===== config.mk =====
export PLATFORM = sky130hd
export DESIGN_NAME = gpio_irq_ctrl_flat
export DESIGN_NICKNAME = d
export VERILOG_FILES = /design/src/rtl/gpio_irq_ctrl_if.sv /design/src/rtl/gpio_irq_ctrl.sv /design/src/flat_wrapper.sv
export SDC_FILE = /design/constraint.sdc
export NUM_CORES = 1
export LEC_CHECK = 0
export ABC_AREA = 0
export CAP_MARGIN = 10
export CORE_MARGIN = 1.5
export CORE_UTILIZATION = 50
export CTS_BUF_LIST = sky130_fd_sc_hd__clkbuf_16
export CTS_CLUSTER_DIAMETER = 50
export DETAILED_ROUTE_END_ITERATION = 8
export PLACE_DENSITY_LB_ADDON = 0.15
export SLEW_MARGIN = 0
export SYNTH_ARGS = -nofsm -noshare
export SYNTH_HDL_FRONTEND = slang
export SYNTH_SLANG_ARGS = --single-unit

===== constraint.sdc =====
create_clock -name clk -period 1.35 [get_ports clk]
set_clock_uncertainty 0.2 [all_clocks]
set_input_delay 0.135 -clock clk [delete_from_list [all_inputs] [get_ports clk]]
set_output_delay 0.135 -clock clk [all_outputs]
set_load 0.02 [all_outputs]

===== src/rtl/gpio_irq_ctrl_if.sv =====
// rtl/gpio_irq_ctrl_if.sv - register bus interface for the GPIO interrupt controller
interface gpio_irq_ctrl_if;
    logic [3:0]  avs_address;
    logic        avs_read;
    logic        avs_write;
    logic [31:0] avs_writedata;
    logic [31:0] avs_readdata;

    modport master (
        output avs_address,
        output avs_read,
        output avs_write,
        output avs_writedata,
        input  avs_readdata
    );

    modport slave (
        input  avs_address,
        input  avs_read,
        input  avs_write,
        input  avs_writedata,
        output avs_readdata
    );
endinterface


===== src/rtl/gpio_irq_ctrl.sv =====
// rtl/gpio_irq_ctrl.sv - 72-pin rising-edge capture with per-bank masked level interrupts
module gpio_irq_ctrl #(
    parameter int          SYNC_STAGES = 2,
    parameter logic [31:0] MASK_RESET  = 32'h0
) (
    input  logic                 clk,
    input  logic                 reset_n,
    input  logic [71:0]          gpio_in,
    gpio_irq_ctrl_if.slave       bus,
    output logic [2:0]           irq
);

    // Pins live in one flat 72-bit vector: bank 0 = [31:0], bank 1 = [63:32],
    // bank 2 = [71:64]. Bank 2 has no storage above bit 7, so its upper
    // register bits read 0 and can never contribute to irq.

    logic [71:0] sync_q [SYNC_STAGES];
    logic [71:0] sync_d [SYNC_STAGES];
    logic [71:0] prev_q, prev_d;
    logic [71:0] mask_q, mask_d;
    logic [71:0] capture_q, capture_d;
    logic [2:0]  irq_q, irq_d;
    logic [31:0] readdata_q, readdata_d;

    logic [71:0] pin_sync;
    logic [71:0] rise;
    logic [71:0] status;
    logic [71:0] lane;
    logic [71:0] wr_placed;
    logic [1:0]  bank_sel;
    logic [1:0]  reg_sel;
    logic        wr_mask;
    logic        wr_clear;

    // Extract one bank's 32-bit register view from a flat 72-bit vector.
    function automatic logic [31:0] bank_word(input logic [71:0] v, input logic [1:0] b);
        logic [31:0] w;
        case (b)
            2'd0:    w = v[31:0];
            2'd1:    w = v[63:32];
            2'd2:    w = {24'h0, v[71:64]};
            default: w = 32'h0;
        endcase
        return w;
    endfunction

    // Bit positions in the flat vector that belong to bank b.
    function automatic logic [71:0] bank_lane(input logic [1:0] b);
        logic [71:0] l;
        case (b)
            2'd0:    l = {40'h0, 32'hFFFF_FFFF};
            2'd1:    l = {8'h0, 32'hFFFF_FFFF, 32'h0};
            2'd2:    l = {8'hFF, 64'h0};
            default: l = 72'h0;
        endcase
        return l;
    endfunction

    // Place a 32-bit write word at bank b's position in the flat vector.
    function automatic logic [71:0] bank_place(input logic [31:0] w, input logic [1:0] b);
        logic [71:0] p;
        case (b)
            2'd0:    p = {40'h0, w};
            2'd1:    p = {8'h0, w, 32'h0};
            2'd2:    p = {w[7:0], 64'h0};
            default: p = 72'h0;
        endcase
        return p;
    endfunction

    // Synchronizer chain, edge detector and bus decode.
    always_comb begin
        sync_d[0] = gpio_in;
        for (int i = 1; i < SYNC_STAGES; i++) begin
            sync_d[i] = sync_q[i-1];
        end

        pin_sync = sync_q[SYNC_STAGES-1];
        prev_d   = pin_sync;
        rise     = pin_sync & ~prev_q;
        status   = capture_q & mask_q;

        bank_sel  = bus.avs_address[3:2];
        reg_sel   = bus.avs_address[1:0];
        lane      = bank_lane(bank_sel);
        wr_placed = bank_place(bus.avs_writedata, bank_sel) & lane;
        wr_mask   = bus.avs_write && (reg_sel == 2'd1);
        wr_clear  = bus.avs_write && (reg_sel == 2'd2);
    end

    // Register updates: a new edge is ORed in after the W1C clear so set wins.
    always_comb begin
        mask_d    = mask_q;
        capture_d = capture_q;
        if (wr_mask) begin
            mask_d = (mask_q & ~lane) | wr_placed;
        end
        if (wr_clear) begin
            capture_d = capture_q & ~wr_placed;
        end
        capture_d = capture_d | rise;

        irq_d = {|status[71:64], |status[63:32], |status[31:0]};
    end

    // Read mux samples pre-write state; data holds between reads.
    always_comb begin
        readdata_d = readdata_q;
        if (bus.avs_read) begin
            case (reg_sel)
                2'd0:    readdata_d = bank_word(pin_sync, bank_sel);
                2'd1:    readdata_d = bank_word(mask_q, bank_sel);
                2'd2:    readdata_d = bank_word(capture_q, bank_sel);
                default: readdata_d = bank_word(status, bank_sel);
            endcase
        end
    end

    // State registers with synchronous active-low reset.
    always_ff @(posedge clk) begin
        if (!reset_n) begin
            for (int i = 0; i < SYNC_STAGES; i++) begin
                sync_q[i] <= '0;
            end
            prev_q     <= '0;
            mask_q     <= {MASK_RESET[7:0], MASK_RESET, MASK_RESET};
            capture_q  <= '0;
            irq_q      <= '0;
            readdata_q <= '0;
        end else begin
            for (int i = 0; i < SYNC_STAGES; i++) begin
                sync_q[i] <= sync_d[i];
            end
            prev_q     <= prev_d;
            mask_q     <= mask_d;
            capture_q  <= capture_d;
            irq_q      <= irq_d;
            readdata_q <= readdata_d;
        end
    end

    assign irq              = irq_q;
    assign bus.avs_readdata = readdata_q;

endmodule


===== src/flat_wrapper.sv =====
// flat-port wrapper written by rule: the top's interface ports become plain ports
module gpio_irq_ctrl_flat 
#(
    parameter int          SYNC_STAGES = 2,
    parameter logic [31:0] MASK_RESET  = 32'h0
)
  (clk, reset_n, gpio_in, irq, bus_avs_address, bus_avs_read, bus_avs_write, bus_avs_writedata, bus_avs_readdata);
  gpio_irq_ctrl_if bus_i ();
  input  logic clk;
  input  logic reset_n;
  input  logic [71:0] gpio_in;
  output logic [2:0] irq;
  input wire logic [$bits(bus_i.avs_address)-1:0] bus_avs_address;
  input wire logic [$bits(bus_i.avs_read)-1:0] bus_avs_read;
  input wire logic [$bits(bus_i.avs_write)-1:0] bus_avs_write;
  input wire logic [$bits(bus_i.avs_writedata)-1:0] bus_avs_writedata;
  output wire logic [$bits(bus_i.avs_readdata)-1:0] bus_avs_readdata;
  assign bus_i.avs_address = bus_avs_address;
  assign bus_i.avs_read = bus_avs_read;
  assign bus_i.avs_write = bus_avs_write;
  assign bus_i.avs_writedata = bus_avs_writedata;
  assign bus_avs_readdata = bus_i.avs_readdata;
  gpio_irq_ctrl #(.SYNC_STAGES(SYNC_STAGES), .MASK_RESET(MASK_RESET)) u_core (.clk(clk), .reset_n(reset_n), .gpio_in(gpio_in), .bus(bus_i), .irq(irq));
endmodule

* Yosys cells after proc, flatten, opt, wreduce, memory -nomap -nowiden *
Memories as Yosys holds them, arrays and structs flattened.
Cells that the tools add are included.
W data, S select, Z words.

cells by class
  equal/unequal tests = 4
  multiplexer cells = 12
  bitwise logic cells = 12
  reductions and logical operators = 7

operators by type and width
  cell                  count
  $pmux W32 S3          5
  $pmux W72 S3          2
  $and A72 B72 Y72      5
  $mux W72              3
  $not A72 Y72          3
  $or A72 B72 Y72       2
  $reduce_or A32 Y1     2
  $reduce_or A8 Y1      1
  $eq A2 B1 Y1 const B  2
  $eq A2 B2 Y1 const B  2
  $logic_not A2 Y1      2
  $logic_and A1 B1 Y1   2
  $mux W1               2
  $or A1 B1 Y1          2

storage, ports and cells
  flip-flop bits (word level) = 251
  RAM bits = 144
  output and inout port bits = 35
  word-level logic and storage cells = 41
  memories kept = 1

memory list
  memory         words  width  rd ports  clocked after Yosys merged registers in  wr ports  RTL line             RTL
  u_core.sync_q  2      72     2         0                                        2         gpio_irq_ctrl.sv:17  logic [71:0] sync_q [SYNC_STAGES];

* Depth between registers and ports, before layout *
Gate-level depths: netlist (run 1).

  depth after elaboration = 7
  gate-level depth with buffers = 8
  mapped depth without buffers = 4

* Worst setup path after synthesis (run 1) *
Ideal clock, no wire load.

  path type = input-to-reg
  from = in bus_avs_address[2]
  to = reg u_core.readdata_q[16], in the netlist u_core.bus.avs_readdata[16]
  setup time = 0.117 ns
  arrival = 1.175 ns
  setup slack = -0.141 ns
  stages on the path = 6
  path buffers = 2
  path through = buf_6 buf_12 mux4_2 nor2_1 a31oi_1 a22o_1

between the ends
  word-level cells in the longest chain between the ends = 3

RTL lines
  item                                        RTL line              RTL
  start, declared                             flat_wrapper.sv:13    input wire logic [$bits(bus_i.avs_address)-1:0] bus_avs_address;
  $eq A2 B2 Y1, or another cell as far along  gpio_irq_ctrl.sv:38   case (b)
  $pmux W32 S3                                gpio_irq_ctrl.sv:38
  $pmux W32 S3 (*)                            gpio_irq_ctrl.sv:110  case (reg_sel)
  end signal, assigned                        gpio_irq_ctrl.sv:138  readdata_q <= readdata_d;
  end, declared                               gpio_irq_ctrl.sv:23   logic [31:0] readdata_q, readdata_d;

Every way passes the cells marked *; elsewhere a longest branch is shown, timed or not.
A chain may end at the register's enable or synchronous reset.

==> flow_metrics.env, run 1 <==
export IMPL_async_flop_share=0
export IMPL_antenna_found_initial=0
export IMPL_wl_per_cell_um=18.7
export IMPL_yosysWarnings=0
export IMPL_grt_pass1_wl_mm=70.2
export IMPL_drt_iter0_drc=998
export IMPL_ir_worst_vdd_uv=906
export IMPL_crit_chain="buf_6 > dlygate4sd3_1 > buf_12 > and2_1 > dlygate4sd3_1"
export IMPL_route_detailed_drc=0
export IMPL_numCtsBuffers=42
export IMPL_p_leak_uw=0.00887
export IMPL_rsz0062_at_grt="true"
export IMPL_dpl_instance_area_mm2=0.0186
export IMPL_synth_edf_count=0
export IMPL_period_share=1.31
export IMPL_row_count=63
export IMPL_power_density_mw_per_mm2=1230
export IMPL_cts_path_max_buffers=3
export IMPL_fin_nets=2127
export IMPL_fmax_mhz=564
export IMPL_grt_total_usage=0.285
export IMPL_worst_ep_required_time_ns=1.63
export IMPL_path_depth=5
export IMPL_slew_viol_final=0
export IMPL_end_kind="register"
export IMPL_r2r_cells=5
export IMPL_fin_ws_ns=-0.423
export IMPL_cts_tree="done"
export IMPL_synth_seq_cells=395
export IMPL_min_path_type="in -> reg"
export IMPL_post_route_util=0.729
export IMPL_chipHeight_um=178
export IMPL_period_needed_ns=1.77
export IMPL_slew_headroom=0.487
export IMPL_first_pass_iters=5
export IMPL_dieArea_mm2=0.0318
export IMPL_wirelength_mm=45.6
export IMPL_gp_congestion=0.927
export IMPL_syn_nets=1694
export IMPL_worst_setup_path_type="in -> reg"
export IMPL_syn_inst=1582
export IMPL_crit_path_max_incr_delay_ns=0.73
export IMPL_arrival_ns=2.05
export IMPL_cts_max_level=2
export IMPL_path_max_fanout=61
export IMPL_clock_latency_ns=0.54
export IMPL_tightest_slew_ns=0.770
export IMPL_area_growth_pct=42.2
export IMPL_setup_viol=87
export IMPL_design_core_area_mm2=0.0300
export IMPL_violations="negative hold slack, negative setup slack"
export IMPL_synth_flop_cell="dfxtp_1"
export IMPL_ant_nets=0
export IMPL_hold_ws_ns=-0.0683
export IMPL_via_count=13200
export IMPL_initial_core_util=0.513
export IMPL_syn_area_mm2=0.0154
export IMPL_path_clk_slew_ns=0.06
export IMPL_cp_top_family="buffers and inverters"
export IMPL_diodes=0
export IMPL_whs_path_depth=3
export IMPL_ys_types=56
export IMPL_port_buffers=146
export IMPL_cp_start_kind="input port"
export IMPL_finalInstanceArea_mm2=0.0218
export IMPL_cts_sinks=395
export IMPL_ios=147
export IMPL_grt_ovfl_total=0
export IMPL_outcome="finished with violations"
export IMPL_seq_area_frac_synth=0.515
export IMPL_grt_max_degree=121
export IMPL_worst_path_buf_inv=4
export IMPL_die_w_um=178
export IMPL_critPathSlowestCell="dlygate4sd3_1"
export IMPL_drive_gt1_frac=0.244
export IMPL_routed_via_density=5.40
export IMPL_hold_violations=33
export IMPL_crit_top_cell="dlygate4sd3_1"
export IMPL_max_cap_violations=0
export IMPL_cts_root_buf="clkbuf_16"
export IMPL_pre_cts_slack_ns=-0.661
export IMPL_syn_avg_cell_area_um2=9.71
export IMPL_grt_pass1_vias=13000
export IMPL_post_dp_hpwl_mm=29.7
-- placed cells by master (no fill, tap or decap), types with 26 or more instances in the layout --
| cell | netlist | routed |
|---|---|---|
| dfxtp_1 | 395 | 315 |
| dfxtp_2 | 0 | 73 |
| nand3_1 | 27 | 27 |
| o21ai_0 | 40 | 32 |
| buf_4 | 21 | 198 |
| a21oi_1 | 78 | 76 |
| and2_1 | 212 | 212 |
| clkbuf_16 | 0 | 42 |
| buf_6 | 8 | 51 |
| nor2_1 | 34 | 26 |
| a21boi_1 | 60 | 60 |
| dlygate4sd3_1 | 0 | 118 |
| mux2i_1 | 46 | 40 |
| nor2b_1 | 77 | 77 |
| o21a_1 | 73 | 73 |
| clkdlybuf4s50_1 | 0 | 105 |
| nand2_1 | 179 | 178 |
-- tightest hold or removal path, stage by stage --
cell and delay (ns):
buf_6 0.13, buf_12 0.19, and2_1 0.16
-- final cells by class --
cell class | instances | area (um^2)
fillers | 2195 | 8120
inverters | 19 | 71.3
clock buffers | 42 | 1050
clock inverters | 33 | 369
repair buffers | 499 | 4770
flip-flops and latches | 395 | 8030
multi-input cells | 1058 | 7060
well taps | 390 | 488
-- final timing paths --
path                          end  slack, ns                 start
max          u_core.sync_q[0][61]      -0.42               reset_n
min          u_core.sync_q[0][67]      -0.07               reset_n
max reg2reg         u_core.irq[1]      -0.37              register
min reg2reg  u_core.sync_q[0][99]       0.23  u_core.sync_q[0][27]
-- cell usage after synthesis (6+ instances only) --
| library cell | instances | area, um^2 |
|---|---|---|
| inv_1 | 16 | 60.1 |
| o21ai_0 | 40 | 200 |
| mux2i_1 | 46 | 460 |
| buf_2 | 29 | 145 |
| a221oi_1 | 11 | 96.3 |
| dfxtp_1 | 395 | 7910 |
| a31oi_1 | 16 | 100 |
| buf_6 | 8 | 90.1 |
| a22oi_1 | 12 | 90.1 |
| o211ai_1 | 22 | 165 |
| o221ai_1 | 14 | 123 |
| a21boi_1 | 60 | 450 |
| nor2b_1 | 77 | 482 |
| nor3b_1 | 6 | 45.0 |
| nor3_1 | 12 | 60.1 |
| buf_4 | 21 | 158 |
| nand4_1 | 8 | 50.1 |
| o21a_1 | 73 | 548 |
| nor2_1 | 34 | 128 |
| nand3_1 | 27 | 135 |
| mux4_2 | 14 | 315 |
| a22o_1 | 20 | 175 |
| clkbuf_1 | 49 | 184 |
| a21oi_1 | 78 | 390 |
| and3_1 | 9 | 56.3 |
| a21boi_0 | 10 | 75.1 |
| o22ai_1 | 10 | 62.6 |
| nand3b_1 | 7 | 52.6 |
| o21ai_1 | 12 | 60.1 |
| nand2_1 | 179 | 672 |
| and2_1 | 212 | 1330 |
-- power by group --
group	switching, uW	leakage, uW	internal (uW)
registers	271	0.00327	12100
clock network	4760	0.000720	7060
logic	1230	0.00488	1520
-- cell families after synthesis --
logic type | count (synthesis) | synth area share
buffers and inverters | 129 | 0.0455
and+or+nand+nor | 585 | 0.203
AOI/OAI and AO/OA | 408 | 0.182
muxes | 65 | 0.0542
DFF | 395 | 0.515
-- stage by stage --
step / instances / hold WS (ns) / power (uW) / setup TNS, ns
after floorplan: 1582 / 0.0623 / 13700 / -3.43
after global placement: 2229 / 0.213 / 14900 / -77.49
after detailed placement: 2229 / 0.219 / 14900 / -81.43
after CTS: 2425 / -0.108 / 27000 / -6.99
after global routing: 2436 / -0.0256 / 27800 / -23.56
final: 2436 / -0.0683 / 27000 / -20.10
-- layer usage --
layer  GRT usage  up-vias  part of all wire
met5           0        -                 0
met4       0.108        0             0.031
met3      0.0452      110             0.060
met2       0.487      467              0.48
met1       0.362     6257              0.43
li1            -     6331                 -
-- repair_timing --
item,4_1_cts,5_1_grt
setup endpoints to repair,66,155
buffers inserted,10,3
hold buffers,111,13
hold endpoints to repair,189,35
gates resized for setup,299,68
pin swaps,32,37
Power figures use the tool's default switching activity.
==> run 2: changes to the inputs <==
--- a/config.mk
+++ b/config.mk
@@ -5,7 +5,7 @@
 export SDC_FILE = /design/constraint.sdc
 export NUM_CORES = 1
 export LEC_CHECK = 0
-export ABC_AREA = 0
+export ABC_AREA = 1
 export CAP_MARGIN = 10
 export CORE_MARGIN = 1.5
 export CORE_UTILIZATION = 50
@@ -13,6 +13,7 @@
 export CTS_CLUSTER_DIAMETER = 50
 export DETAILED_ROUTE_END_ITERATION = 8
 export PLACE_DENSITY_LB_ADDON = 0.15
+export RECOVER_POWER = 50
 export SLEW_MARGIN = 0
 export SYNTH_ARGS = -nofsm -noshare
 export SYNTH_HDL_FRONTEND = slang
==> run 2 against run 1 <==
The flow finishes with violations (negative setup slack). Synthesized area increased by 0.18%. Core utilization decreased by 3.2 points. Die area increased by 0.17%. Hold slack improved by 0.11 ns. Largest cell class unchanged.
==> flow_metrics.env, run 2 <==
export IMPL_outcome="finished with violations"
export IMPL_violations="negative setup slack"
export IMPL_port_buffers=146
export IMPL_tightest_slew_ns=0.404
export IMPL_synth_compound_area_share=0.109
export IMPL_p_comb_frac=0.104
export IMPL_grt_total_usage=0.303
export IMPL_synth_top_family_by_area="simple AND/OR/NAND/NOR gates"
export IMPL_switching_share=0.240
export IMPL_min_path_type="in -> reg"
export IMPL_layout_commonest_cell="nand2_1"
export IMPL_setup_viol=13
export IMPL_synthTopCellsByCount="637 x nand2_1, 395 x dfxtp_1, 293 x inv_1"
export IMPL_synth_adder_area_share=0
export IMPL_wl_per_cell_um=17.0
export IMPL_fmax_mhz=676
export IMPL_ys_types=28
export IMPL_finalInstanceArea_mm2=0.0212
export IMPL_fin_ws_ns=-0.129
export IMPL_synth_top_area_frac=0.514
export IMPL_yosys_area_share_xor_xnor=0
export IMPL_slew_viol_final=0
export IMPL_synthTopCellsByArea="dfxtp_1 51%, nand2_1 16%, nand3_1 7.8%, inv_1 7.1%, o21ai_0 5.4%"
export IMPL_seq_power_share=0.480
export IMPL_min_to="u_core.bus.avs_readdata[12]"
export IMPL_grt_pass1_wl_mm=74.3
export IMPL_async_flop_share=0
export IMPL_r2r_cells=6
export IMPL_slew_headroom=0.731
export IMPL_ios=147
export IMPL_syn_nets=2240
export IMPL_synthMostInstantiatedCell="nand2_1"
export IMPL_min_from="bus_avs_address[0]"
export IMPL_yosysWarnings=0
export IMPL_cts_path_max_buffers=3
export IMPL_synth_flop_cell="dfxtp_1"
export IMPL_rsz0062_at_grt="true"
export IMPL_drive_gt1_frac=0.174
export IMPL_first_pass_iters=6
export IMPL_syn_area_mm2=0.0154
export IMPL_max_cap_violations=0
export IMPL_fin_setup_tns_ns=-0.311
export IMPL_clock_latency_ns=0.53
export IMPL_synth_seq_cells=395
export IMPL_p_leak_uw=0.0104
export IMPL_chipHeight_um=178
export IMPL_route_detailed_drc=0
export IMPL_dieArea_mm2=0.0318
export IMPL_pre_cts_slack_ns=-0.812
export IMPL_syn_avg_cell_area_um2=7.23
export IMPL_cts_root_buf="clkbuf_16"
export IMPL_antenna_found_initial=0
export IMPL_ant_nets=0
export IMPL_whs_path_depth=6
export IMPL_end_kind="register"
export IMPL_fin_cells=2878
export IMPL_synth_edf_count=0
export IMPL_grt_max_degree=94
export IMPL_area_growth_pct=37.9
export IMPL_fin_nets=2568
export IMPL_gp_congestion=0.911
export IMPL_initial_core_util=0.506
export IMPL_hold_violations=0
export IMPL_grt_pass1_vias=13800
export IMPL_path_clk_slew_ns=0.06
export IMPL_seq_area_frac_synth=0.514
export IMPL_post_dp_hpwl_mm=32.7
export IMPL_worstReg2RegEnd="u_core.irq[0]"
export IMPL_p_int_uw=19700
export IMPL_worst_ep_required_time_ns=1.55
export IMPL_wirelength_mm=49.0
export IMPL_cp_start_kind="register"
export IMPL_power_switching_uw=6250
export IMPL_period_needed_ns=1.48
export IMPL_die_w_um=178
export IMPL_place_inst=2706
export IMPL_diodes=0
export IMPL_synthSimpleGateAreaFrac=0.271
export IMPL_pwr_share_clk=0.416
export IMPL_power_density_mw_per_mm2=1230
export IMPL_total_power_uw=26000
export IMPL_design_core_area_mm2=0.0304
export IMPL_syn_inst=2128
export IMPL_cts_tree="done"
export IMPL_row_count=64
export IMPL_worst_setup_path_type="reg -> reg"
export IMPL_via_count=15000
export IMPL_dpl_instance_area_mm2=0.0184
export IMPL_path_max_fanout=2
export IMPL_numCtsBuffers=41
export IMPL_period_share=1.10
export IMPL_rrSetupSlack_ns=-0.13
export IMPL_yosysTopAreaCell="dfxtp_1"
export IMPL_arrival_ns=1.68
export IMPL_synthMuxAreaShare=0
export IMPL_ir_worst_vdd_uv=874
export IMPL_cts_sinks=395
export IMPL_routed_via_density=5.23
export IMPL_cts_max_level=2
export IMPL_grt_ovfl_total=0
export IMPL_final_cell_mix="606 x nand2_1, 325 x dfxtp_1, 289 x inv_1"
export IMPL_drt_iter0_drc=1643
run 2: cell count changes after synthesis, sizes merged, moves of 46 or more:
cell	before	now
nor2b	77	0
nand2	179	638
nor2	39	102
mux2i	46	0
and2	212	0
o21ai	52	169
nand3	27	240
a21boi	70	0
o21a	73	0
inv	19	297
run 2: cell families (layout without fill, tap and decap cells):
kind of cell / Yosys count / count (layout)
compound gates: 305 / 305
buf+inv: 422 / 776
flops: 395 / 395
simple gates: 1006 / 1006
run 2: power groups by stage:
| stage | clock, uW | combinational (uW) | sequential, uW |
|---|---|---|---|
| 2_1_floorplan | 0 | 1040 | 12600 |
| 3_3_place_gp | 0 | 2260 | 12700 |
| 3_5_place_dp | 0 | 2290 | 12700 |
| 4_1_cts | 11000 | 2590 | 12400 |
| 5_1_grt | 11400 | 2920 | 12500 |
| 6_report | 10800 | 2710 | 12500 |
run 2: how the worst max path moves through the flow:
stage	from	endpoint	slack (ns)
floorplan	bus_avs_address[0]	register	-0.12
global placement	bus_avs_address[3]	u_core.bus.avs_readdata[11]	-0.80
detailed placement	bus_avs_address[3]	u_core.bus.avs_readdata[16]	-0.81
CTS	register	u_core.irq[1]	-0.13
global route	u_core.capture_q[26]	u_core.irq[0]	-0.19
finish	register	u_core.irq[0]	-0.13
run 2: worst max-delay path, stage by stage (launching register included):
cell,delay [ns]
dfxtp_1,0.33
nand2_1,0.12
nand2_1,0.06
nor3_1,0.19
nand3_2,0.17
nor2_4,0.18
a21oi_1,0.09
run 2: area by class of cell:
cell class | count | area (um^2)
fill | 2470 | 9220
sequential | 395 | 8030
multi-input combinational | 1311 | 6110
timing repair buffer | 409 | 4170
inverter | 298 | 1130
clock buffer | 43 | 1080
tap | 396 | 495
clock inverter | 26 | 206
run 2: repair_timing:
action,CTS,global route
setup endpoints to repair,213,156
setup buffers,18,7
cloned,4,2
hold endpoints to repair,311,0
hold buffers,73,0
pin swaps,15,46
resized for setup,261,159
run 2: routing by layer:
metal / vias to the layer above / track usage / part of all wire
met4: 0 / 0.0830 / 0.023
met2: 737 / 0.437 / 0.41
met1: 6837 / 0.448 / 0.46
met3: 99 / 0.0716 / 0.11
met5: - / 0 / 0
li1: 7371 / - / -
run 2: stage by stage:
stage | hold slack, ns | util
final | 0.0451 | 0.697
after global routing | 0.0815 | 0.697
after CTS | 0.0817 | 0.684
after detailed placement | 0.198 | 0.604
after global placement | 0.198 | 0.604
after floorplan | 0.0326 | -
